File: config.mk
export PLATFORM = sky130hd
export DESIGN_NAME = sc_road_scroller
export DESIGN_NICKNAME = d
export VERILOG_FILES = /design/src/rtl/sc_road_pkg.sv /design/src/rtl/sc_road_lfsr.sv /design/src/rtl/sc_road_scroller.sv
export SDC_FILE = /design/constraint.sdc
export NUM_CORES = 1
export LEC_CHECK = 0
export ABC_AREA = 1
export CAP_MARGIN = 20
export CORE_UTILIZATION = 48
export DETAILED_ROUTE_END_ITERATION = 7
export GPL_ROUTABILITY_DRIVEN = 0
export PLACE_DENSITY_LB_ADDON = 0.15
export SLEW_MARGIN = 20
export SYNTH_ARGS = -nofsm -noshare
export SYNTH_HDL_FRONTEND = slang
export SYNTH_SLANG_ARGS = --single-unit
File: constraint.sdc
create_clock -name SC_RoadSCROLL_CLOCK_50 -period 4.1 [get_ports SC_RoadSCROLL_CLOCK_50]
set_input_delay 0.82 -clock SC_RoadSCROLL_CLOCK_50 [delete_from_list [all_inputs] [get_ports SC_RoadSCROLL_CLOCK_50]]
set_output_delay 0.82 -clock SC_RoadSCROLL_CLOCK_50 [all_outputs]
set_load 0.05 [all_outputs]
File: src/rtl/sc_road_pkg.sv
// -----------------------------------------------------------------------------
// sc_road_pkg
// Shared definitions for the RoadFighter road-matrix scroller:
//   - state_t            : scroller state machine encoding (IDLE, SCROLL, CRASH)
//   - LFSR_WIDTH         : obstacle generator LFSR width (16)
//   - LFSR_TAP_MASK      : feedback taps for x^16+x^14+x^13+x^11+1
//                          (fb = l[0]^l[2]^l[3]^l[5], shift right, fb enters at MSB)
//   - LFSR_DEFAULT_SEED  : default non-zero seed 16'hACE1
//   - lfsr_next()        : one Fibonacci step of the LFSR
// -----------------------------------------------------------------------------
package sc_road_pkg;

   typedef enum logic [1:0] {
      IDLE   = 2'd0,
      SCROLL = 2'd1,
      CRASH  = 2'd2
   } state_t;

   localparam int          LFSR_WIDTH        = 16;
   localparam logic [15:0] LFSR_TAP_MASK     = 16'h002D;   // bits 0,2,3,5
   localparam logic [15:0] LFSR_DEFAULT_SEED = 16'hACE1;

   // One step: feedback is the XOR of the tapped bits, inserted at the MSB.
   function automatic logic [15:0] lfsr_next(input logic [15:0] l);
      logic fb;
      fb = ^(l & LFSR_TAP_MASK);
      return {fb, l[15:1]};
   endfunction

endpackage

File: src/rtl/sc_road_lfsr.sv
// -----------------------------------------------------------------------------
// sc_road_lfsr
// 16-bit Fibonacci LFSR feeding the obstacle column choice. Only the low
// OUT_W bits are exported; the full state stays inside.
// Ports:
//   i_clk   : clock
//   i_rst   : asynchronous active-high reset (loads SEED)
//   i_load  : synchronous load of SEED (has priority over i_step)
//   i_step  : advance one step
//   o_low   : low OUT_W bits of the current LFSR state
// -----------------------------------------------------------------------------
module sc_road_lfsr
   import sc_road_pkg::*;
#(
   parameter logic [15:0] SEED  = LFSR_DEFAULT_SEED,
   parameter int          OUT_W = 3
)
(
   input  logic             i_clk,
   input  logic             i_rst,
   input  logic             i_load,
   input  logic             i_step,
   output logic [OUT_W-1:0] o_low
);

   logic [15:0] r_lfsr;

   // LFSR state register: seed on reset/load, one step per enable.
   always_ff @(posedge i_clk or posedge i_rst) begin
      if (i_rst) begin
         r_lfsr <= SEED;
      end else if (i_load) begin
         r_lfsr <= SEED;
      end else if (i_step) begin
         r_lfsr <= lfsr_next(r_lfsr);
      end else begin
         r_lfsr <= r_lfsr;
      end
   end

   assign o_low = r_lfsr[OUT_W-1:0];

endmodule

File: src/rtl/sc_road_scroller.sv
// -----------------------------------------------------------------------------
// sc_road_scroller
// Scrolls an obstacle matrix down one row per speed tick, inserting a new top
// row from an LFSR-driven generator (GAP_ROWS empty rows between obstacle
// rows). Compares the bottom row with the car column and latches a sticky
// crash flag. All outputs are registered.
//
// Optional feature macro: SC_ROADSCROLL_CARMERGE_EN
//   defined     : matrix output bottom row shows obstacles | car
//   not defined : matrix output shows obstacles only
//   Collision always uses the obstacle-only matrix.
//
// Ports:
//   SC_RoadSCROLL_CLOCK_50        : clock
//   SC_RoadSCROLL_RESET_InHigh    : asynchronous active-high reset
//   SC_RoadSCROLL_clear_InHigh    : synchronous clear to the reset state
//   SC_RoadSCROLL_run_InHigh      : 1 = scroll allowed, 0 = pause
//   SC_RoadSCROLL_tick_InHigh     : one-cycle speed pulse
//   SC_RoadSCROLL_car_InBUS       : one-hot car column on the bottom row
//   SC_RoadSCROLL_matrix_OutBUS   : row r at [r*COLS +: COLS], row 0 on top
//   SC_RoadSCROLL_crash_OutHigh   : sticky crash flag
//   SC_RoadSCROLL_rowcount_OutBUS : rows scrolled since clear, saturating 255
// -----------------------------------------------------------------------------
module sc_road_scroller
   import sc_road_pkg::*;
#(
   parameter int          ROWS      = 8,
   parameter int          COLS      = 8,
   parameter int          GAP_ROWS  = 2,
   parameter logic [15:0] LFSR_SEED = LFSR_DEFAULT_SEED
)
(
   input  logic                 SC_RoadSCROLL_CLOCK_50,
   input  logic                 SC_RoadSCROLL_RESET_InHigh,
   input  logic                 SC_RoadSCROLL_clear_InHigh,
   input  logic                 SC_RoadSCROLL_run_InHigh,
   input  logic                 SC_RoadSCROLL_tick_InHigh,
   input  logic [COLS-1:0]      SC_RoadSCROLL_car_InBUS,
   output logic [ROWS*COLS-1:0] SC_RoadSCROLL_matrix_OutBUS,
   output logic                 SC_RoadSCROLL_crash_OutHigh,
   output logic [7:0]           SC_RoadSCROLL_rowcount_OutBUS
);

   localparam int COL_W = (COLS < 2) ? 1 : $clog2(COLS);
   localparam int GAP_W = (GAP_ROWS < 1) ? 1 : $clog2(GAP_ROWS + 1);
   localparam int MAT_W = ROWS * COLS;

   state_t               r_state;
   logic [MAT_W-1:0]     r_matrix;
   logic                 r_crash;
   logic [7:0]           r_rowcount;
   logic [GAP_W-1:0]     r_gapcnt;

   state_t               w_fsm_nxt;
   state_t               w_state_nxt;
   logic                 w_shift;
   logic                 w_collision;
   logic [COLS-1:0]      w_bottom;
   logic [COLS-1:0]      w_new_row;
   logic [COL_W-1:0]     w_lfsr_col;
   logic [MAT_W-1:0]     w_matrix_nxt;
   logic [7:0]           w_rowcount_nxt;
   logic [GAP_W-1:0]     w_gapcnt_nxt;
   logic                 w_lfsr_load;
   logic                 w_lfsr_step;

   // Collision is judged on the registered obstacle matrix only.
   assign w_bottom    = r_matrix[(ROWS-1)*COLS +: COLS];
   assign w_collision = |(w_bottom & SC_RoadSCROLL_car_InBUS);

   // A clear wins over any shift; the LFSR reloads its seed instead.
   assign w_lfsr_load = SC_RoadSCROLL_clear_InHigh;
   assign w_lfsr_step = w_shift & ~SC_RoadSCROLL_clear_InHigh;

   sc_road_lfsr #(
      .SEED  (LFSR_SEED),
      .OUT_W (COL_W)
   ) u_lfsr (
      .i_clk  (SC_RoadSCROLL_CLOCK_50),
      .i_rst  (SC_RoadSCROLL_RESET_InHigh),
      .i_load (w_lfsr_load),
      .i_step (w_lfsr_step),
      .o_low  (w_lfsr_col)
   );

   // FSM next state and shift request: collision > pause > tick.
   always_comb begin
      w_fsm_nxt = r_state;
      w_shift   = 1'b0;
      case (r_state)
         IDLE: begin
            if (SC_RoadSCROLL_run_InHigh) begin
               w_fsm_nxt = SCROLL;
            end else begin
               w_fsm_nxt = IDLE;
            end
         end
         SCROLL: begin
            if (w_collision) begin
               w_fsm_nxt = CRASH;
            end else if (!SC_RoadSCROLL_run_InHigh) begin
               w_fsm_nxt = IDLE;
            end else begin
               w_fsm_nxt = SCROLL;
               w_shift   = SC_RoadSCROLL_tick_InHigh;
            end
         end
         CRASH: begin
            w_fsm_nxt = CRASH;
         end
         default: begin
            w_fsm_nxt = IDLE;
         end
      endcase
   end

   // New top row: empty while the gap counter runs, else one-hot at the LFSR
   // column taken from the pre-shift LFSR value.
   always_comb begin
      w_new_row    = {COLS{1'b0}};
      w_gapcnt_nxt = r_gapcnt;
      if (r_gapcnt < GAP_W'(GAP_ROWS)) begin
         w_new_row    = {COLS{1'b0}};
         w_gapcnt_nxt = r_gapcnt + GAP_W'(1);
      end else begin
         w_new_row    = COLS'(1) << w_lfsr_col;
         w_gapcnt_nxt = {GAP_W{1'b0}};
      end
   end

   // Datapath next values, with clear overriding everything.
   always_comb begin
      w_state_nxt    = w_fsm_nxt;
      w_matrix_nxt   = r_matrix;
      w_rowcount_nxt = r_rowcount;
      if (SC_RoadSCROLL_clear_InHigh) begin
         w_state_nxt    = IDLE;
         w_matrix_nxt   = {MAT_W{1'b0}};
         w_rowcount_nxt = 8'd0;
      end else if (w_shift) begin
         w_matrix_nxt   = {r_matrix[(ROWS-1)*COLS-1:0], w_new_row};
         w_rowcount_nxt = (r_rowcount == 8'hFF) ? 8'hFF : (r_rowcount + 8'd1);
      end else begin
         w_matrix_nxt   = r_matrix;
         w_rowcount_nxt = r_rowcount;
      end
   end

   // State, matrix, counters and crash flag registers.
   always_ff @(posedge SC_RoadSCROLL_CLOCK_50 or posedge SC_RoadSCROLL_RESET_InHigh) begin
      if (SC_RoadSCROLL_RESET_InHigh) begin
         r_state    <= IDLE;
         r_matrix   <= {MAT_W{1'b0}};
         r_rowcount <= 8'd0;
         r_gapcnt   <= {GAP_W{1'b0}};
         r_crash    <= 1'b0;
      end else begin
         r_state    <= w_state_nxt;
         r_matrix   <= w_matrix_nxt;
         r_rowcount <= w_rowcount_nxt;
         r_crash    <= (w_state_nxt == CRASH);
         if (SC_RoadSCROLL_clear_InHigh) begin
            r_gapcnt <= {GAP_W{1'b0}};
         end else if (w_shift) begin
            r_gapcnt <= w_gapcnt_nxt;
         end else begin
            r_gapcnt <= r_gapcnt;
         end
      end
   end

`ifdef SC_ROADSCROLL_CARMERGE_EN
   logic [MAT_W-1:0] r_disp;
   logic [MAT_W-1:0] w_car_mask;

   // Car sits on the bottom row, which occupies the top bits of the bus.
   assign w_car_mask = {SC_RoadSCROLL_car_InBUS, {((ROWS-1)*COLS){1'b0}}};

   // Display copy of the matrix with the car overlaid.
   always_ff @(posedge SC_RoadSCROLL_CLOCK_50 or posedge SC_RoadSCROLL_RESET_InHigh) begin
      if (SC_RoadSCROLL_RESET_InHigh) begin
         r_disp <= {MAT_W{1'b0}};
      end else if (SC_RoadSCROLL_clear_InHigh) begin
         r_disp <= {MAT_W{1'b0}};
      end else begin
         r_disp <= w_matrix_nxt | w_car_mask;
      end
   end

   assign SC_RoadSCROLL_matrix_OutBUS = r_disp;
`else
   assign SC_RoadSCROLL_matrix_OutBUS = r_matrix;
`endif

   assign SC_RoadSCROLL_crash_OutHigh   = r_crash;
   assign SC_RoadSCROLL_rowcount_OutBUS = r_rowcount;

endmodule

==> run metrics <==
Slew Limit Fails 0; share of the synthesized area in the top cell type 0.4758; Hold Crit Class reg2reg; Worst Clk Skew 0.01132 ns; synth cell count leaders nand2_1 (264), dfrtp_1 (85), inv_1 (62), nand3_1 (48), nand4_1 (34); fin crit period 2.675 ns; worst relative slew slack 0.3701; Starting Density 0.5052; clk_lat worst skew 0.35 ns; cell mode on critical path nand2_1; ant diodes 0; Max Cap Viol 0; Startpoint Class primary input; worst path required time 4.40 ns; H-tree levels 3; sequential share of power 0.537; worst setup margin 1.425 ns; Avg Cell Area, Syn 7.564 um^2; Final Hold Fails 0; CP peak stage delay 0.43 ns; Net Switching 530.8 uW; cell count after synthesis 591; worst vdd ir 0.1625 mV; global-route met2 utilization 0.3564; Synth area leader dfrtp_1; root buf cell clkbuf_8; crit-path cells clkdlybuf4s50_1 -> nand2_1 -> nand2_1 -> nor2_4 -> buf_4 -> nand3_4 -> nor2_2 -> buf_4 -> nand2_1 -> nand2_1; Vias 3981; WP data arrival 2.97 ns; core area 8848 um^2; top-count cell post-synth nand2_1; area grow syn2layout 25.02%; Setup Fix Bufs, Post-CTS 0; routing usage on met1 0.3476; met3 usage 0.03404; failing checks DRC; # placed instances 761; Post-Route Utilization 0.6316; R2R Setup Slk 1.89 ns; CTS tree yes; die width 98.51 um; fillers 811; Clock Power Share 0.319; clk sinks 93; global routing's busiest layer met2; CP endpoint kind register; average vias per placed instance 5.124; syn nets 605; critical path type in2reg; reg-to-reg startpoint SC_RoadSCROLL_matrix_OutBUS[57]$_DFFE_PP0P_; CTS buffer count 9; Hold Crit Depth 2; outcome finished, violations left; antenna violations before repair 0; post-synthesis cell area 4471 um^2; Synth cell types 25; measured slew at the worst slew-check pin 0.9448 ns; top cells by area, synth dfrtp_1 (48%), nand2_1 (22%), nand3_1 (5.4%), inv_1 (5.2%), nand4_1 (4.8%); RSZ-0062 raised after global routing no; Final Cycle Share 0.6524; Async S/R FF share, synth 1.000; Int Pwr 1297 uW; layout cells sized above 1 0.07324; Reg clk slew, reported paths 0.09 ns; CTS resizes 0; final wirelength 10.67 mm; Placement Setup Slack 1.062 ns; Synth Warn # 0; Congestion Overflow GR 0; Setup violations, final 0; nets@finish 678; fin cells 777; DR pass1 iterations 8; Power Dens Cells 327.0 nW/um^2; DIE AREA 9703 um^2; DP HPWL 7.037 mm; IO Port Bufs 85; Top FF cell, synth dfrtp_1; slowest CP cell nor2_2; Max Freq 373.8 MHz; Seq/Total Area, Yosys 0.5228; Hold Path End u_lfsr.r_lfsr[3]$_DFFE_PP0P_; EDFF count, synth 0; total negative slack 0 ns; Reg2Reg Depth 9; Die Y 98.51 um; initial DRC count 293; crit-path max FO 36; Rows 34; Comb pwr share 0.144; vias in the first global route 3761; # hold bufs at CTS 0; Antenna Nets Post-Route 0; Hold Crit Start u_lfsr.r_lfsr[4]$_DFFE_PP0P_; Yosys reg bits 93; largest net degree at the start of global routing 56; Clock Tree Buf Depth 2; DRC Markers 7; Sw Share 0.2905; reg-to-reg endpoint SC_RoadSCROLL_matrix_OutBUS[50]$_DFFE_PP0P_; Total GRT Usage 0.2350; first-pass GRT wire length 18.24 mm; leakage power 0.003161 uW; # IOs 86; routed wire length per instance 13.73 um
-- per-stage QoR --
step | hold slack, ns | cell area (um^2) | total power, uW
2_1_floorplan | 0.4427 | 4471 | 1174
3_3_place_gp | 0.4529 | 5401 | 1262
3_5_place_dp | 0.4760 | 5401 | 1265
4_1_cts | 0.4906 | 5589 | 1842
5_1_grt | 0.5086 | 5589 | 1908
6_report | 0.4851 | 5589 | 1827
-- worst max-delay path by stage --
stage                               start                                           to  cells past startpoint  slack, ns
2_1_floorplan  SC_RoadSCROLL_RESET_InHigh        SC_RoadSCROLL_crash_OutHigh$_DFF_PP0_                      1       0.87
3_3_place_gp   SC_RoadSCROLL_car_InBUS[5]  SC_RoadSCROLL_matrix_OutBUS[50]$_DFFE_PP0P_                     10       1.05
3_5_place_dp   SC_RoadSCROLL_car_InBUS[5]  SC_RoadSCROLL_matrix_OutBUS[50]$_DFFE_PP0P_                     10       1.06
4_1_cts        SC_RoadSCROLL_car_InBUS[6]  SC_RoadSCROLL_matrix_OutBUS[50]$_DFFE_PP0P_                     10       1.43
5_1_grt        SC_RoadSCROLL_car_InBUS[6]  SC_RoadSCROLL_matrix_OutBUS[63]$_DFFE_PP0P_                     10       1.28
6_report       SC_RoadSCROLL_car_InBUS[6]  SC_RoadSCROLL_matrix_OutBUS[50]$_DFFE_PP0P_                     10       1.43
-- sequential cells by signal, indices dropped and copies added (netlist names) --
signal and count:
SC_RoadSCROLL_matrix_OutBUS 64, u_lfsr.r_lfsr 16, SC_RoadSCROLL_rowcount_OutBUS 8, r_gapcnt 2, r_state 2, SC_RoadSCROLL_crash_OutHigh 1
-- critical path, delay by kind of cell --
family,cells,cell delay (ns)
buffers and inverters,3,1.11
AND/OR/NAND/NOR,7,1.02
-- power groups by stage --
stage,clock network (uW),logic [uW],registers [uW]
after floorplan,0,98.9,1080
after global placement,0,264,998
after detailed placement,0,266,999
after CTS,594,267,981
after global routing,633,288,987
final,582,264,981
-- final cells by class --
| class | count | area [um^2] | area share |
|---|---|---|---|
| Sequential cell | 93 | 2337 | 0.4182 |
| Multi-Input combinational cell | 400 | 1754 | 0.3139 |
| Timing Repair Buffer | 96 | 933.4 | 0.1670 |
| Inverter | 64 | 241.5 | 0.04321 |
| Clock buffer | 12 | 155.1 | 0.02776 |
| Tap cell | 108 | 135.1 | 0.02418 |
| Clock inverter | 4 | 32.53 | 0.005820 |
-- kinds of logic after synthesis --
family                   Yosys count  share of synthesized area
adder cells (fa/ha/maj)            1                   0.002798
AND/OR/NAND/NOR                  382                     0.3666
AO/OA/AOI/OAI                     13                    0.01511
buffers and inverters             98                    0.08480
XOR/XNOR                           4                   0.007838
flip-flops                        93                     0.5228
-- cells in the final DEF (no fill, tap or decap), types with 3 or more instances in the layout --
| cell type | count |
|---|---|
| or2_2 | 6 |
| o21ai_0 | 10 |
| nand4_1 | 34 |
| nand3_1 | 48 |
| inv_1 | 61 |
| clkbuf_8 | 11 |
| buf_4 | 11 |
| nand2_1 | 264 |
| clkdlybuf4s50_1 | 85 |
| dfrtp_1 | 85 |
| dfstp_2 | 8 |
| nor2_1 | 23 |
| nor2_4 | 3 |
-- metal layers --
layer,share of wire,up-vias
met5,0,-
met3,0.054,13
met2,0.45,123
met1,0.49,1864
li1,-,1981
met4,0.012,0
(Power assumes the default switching activity.)
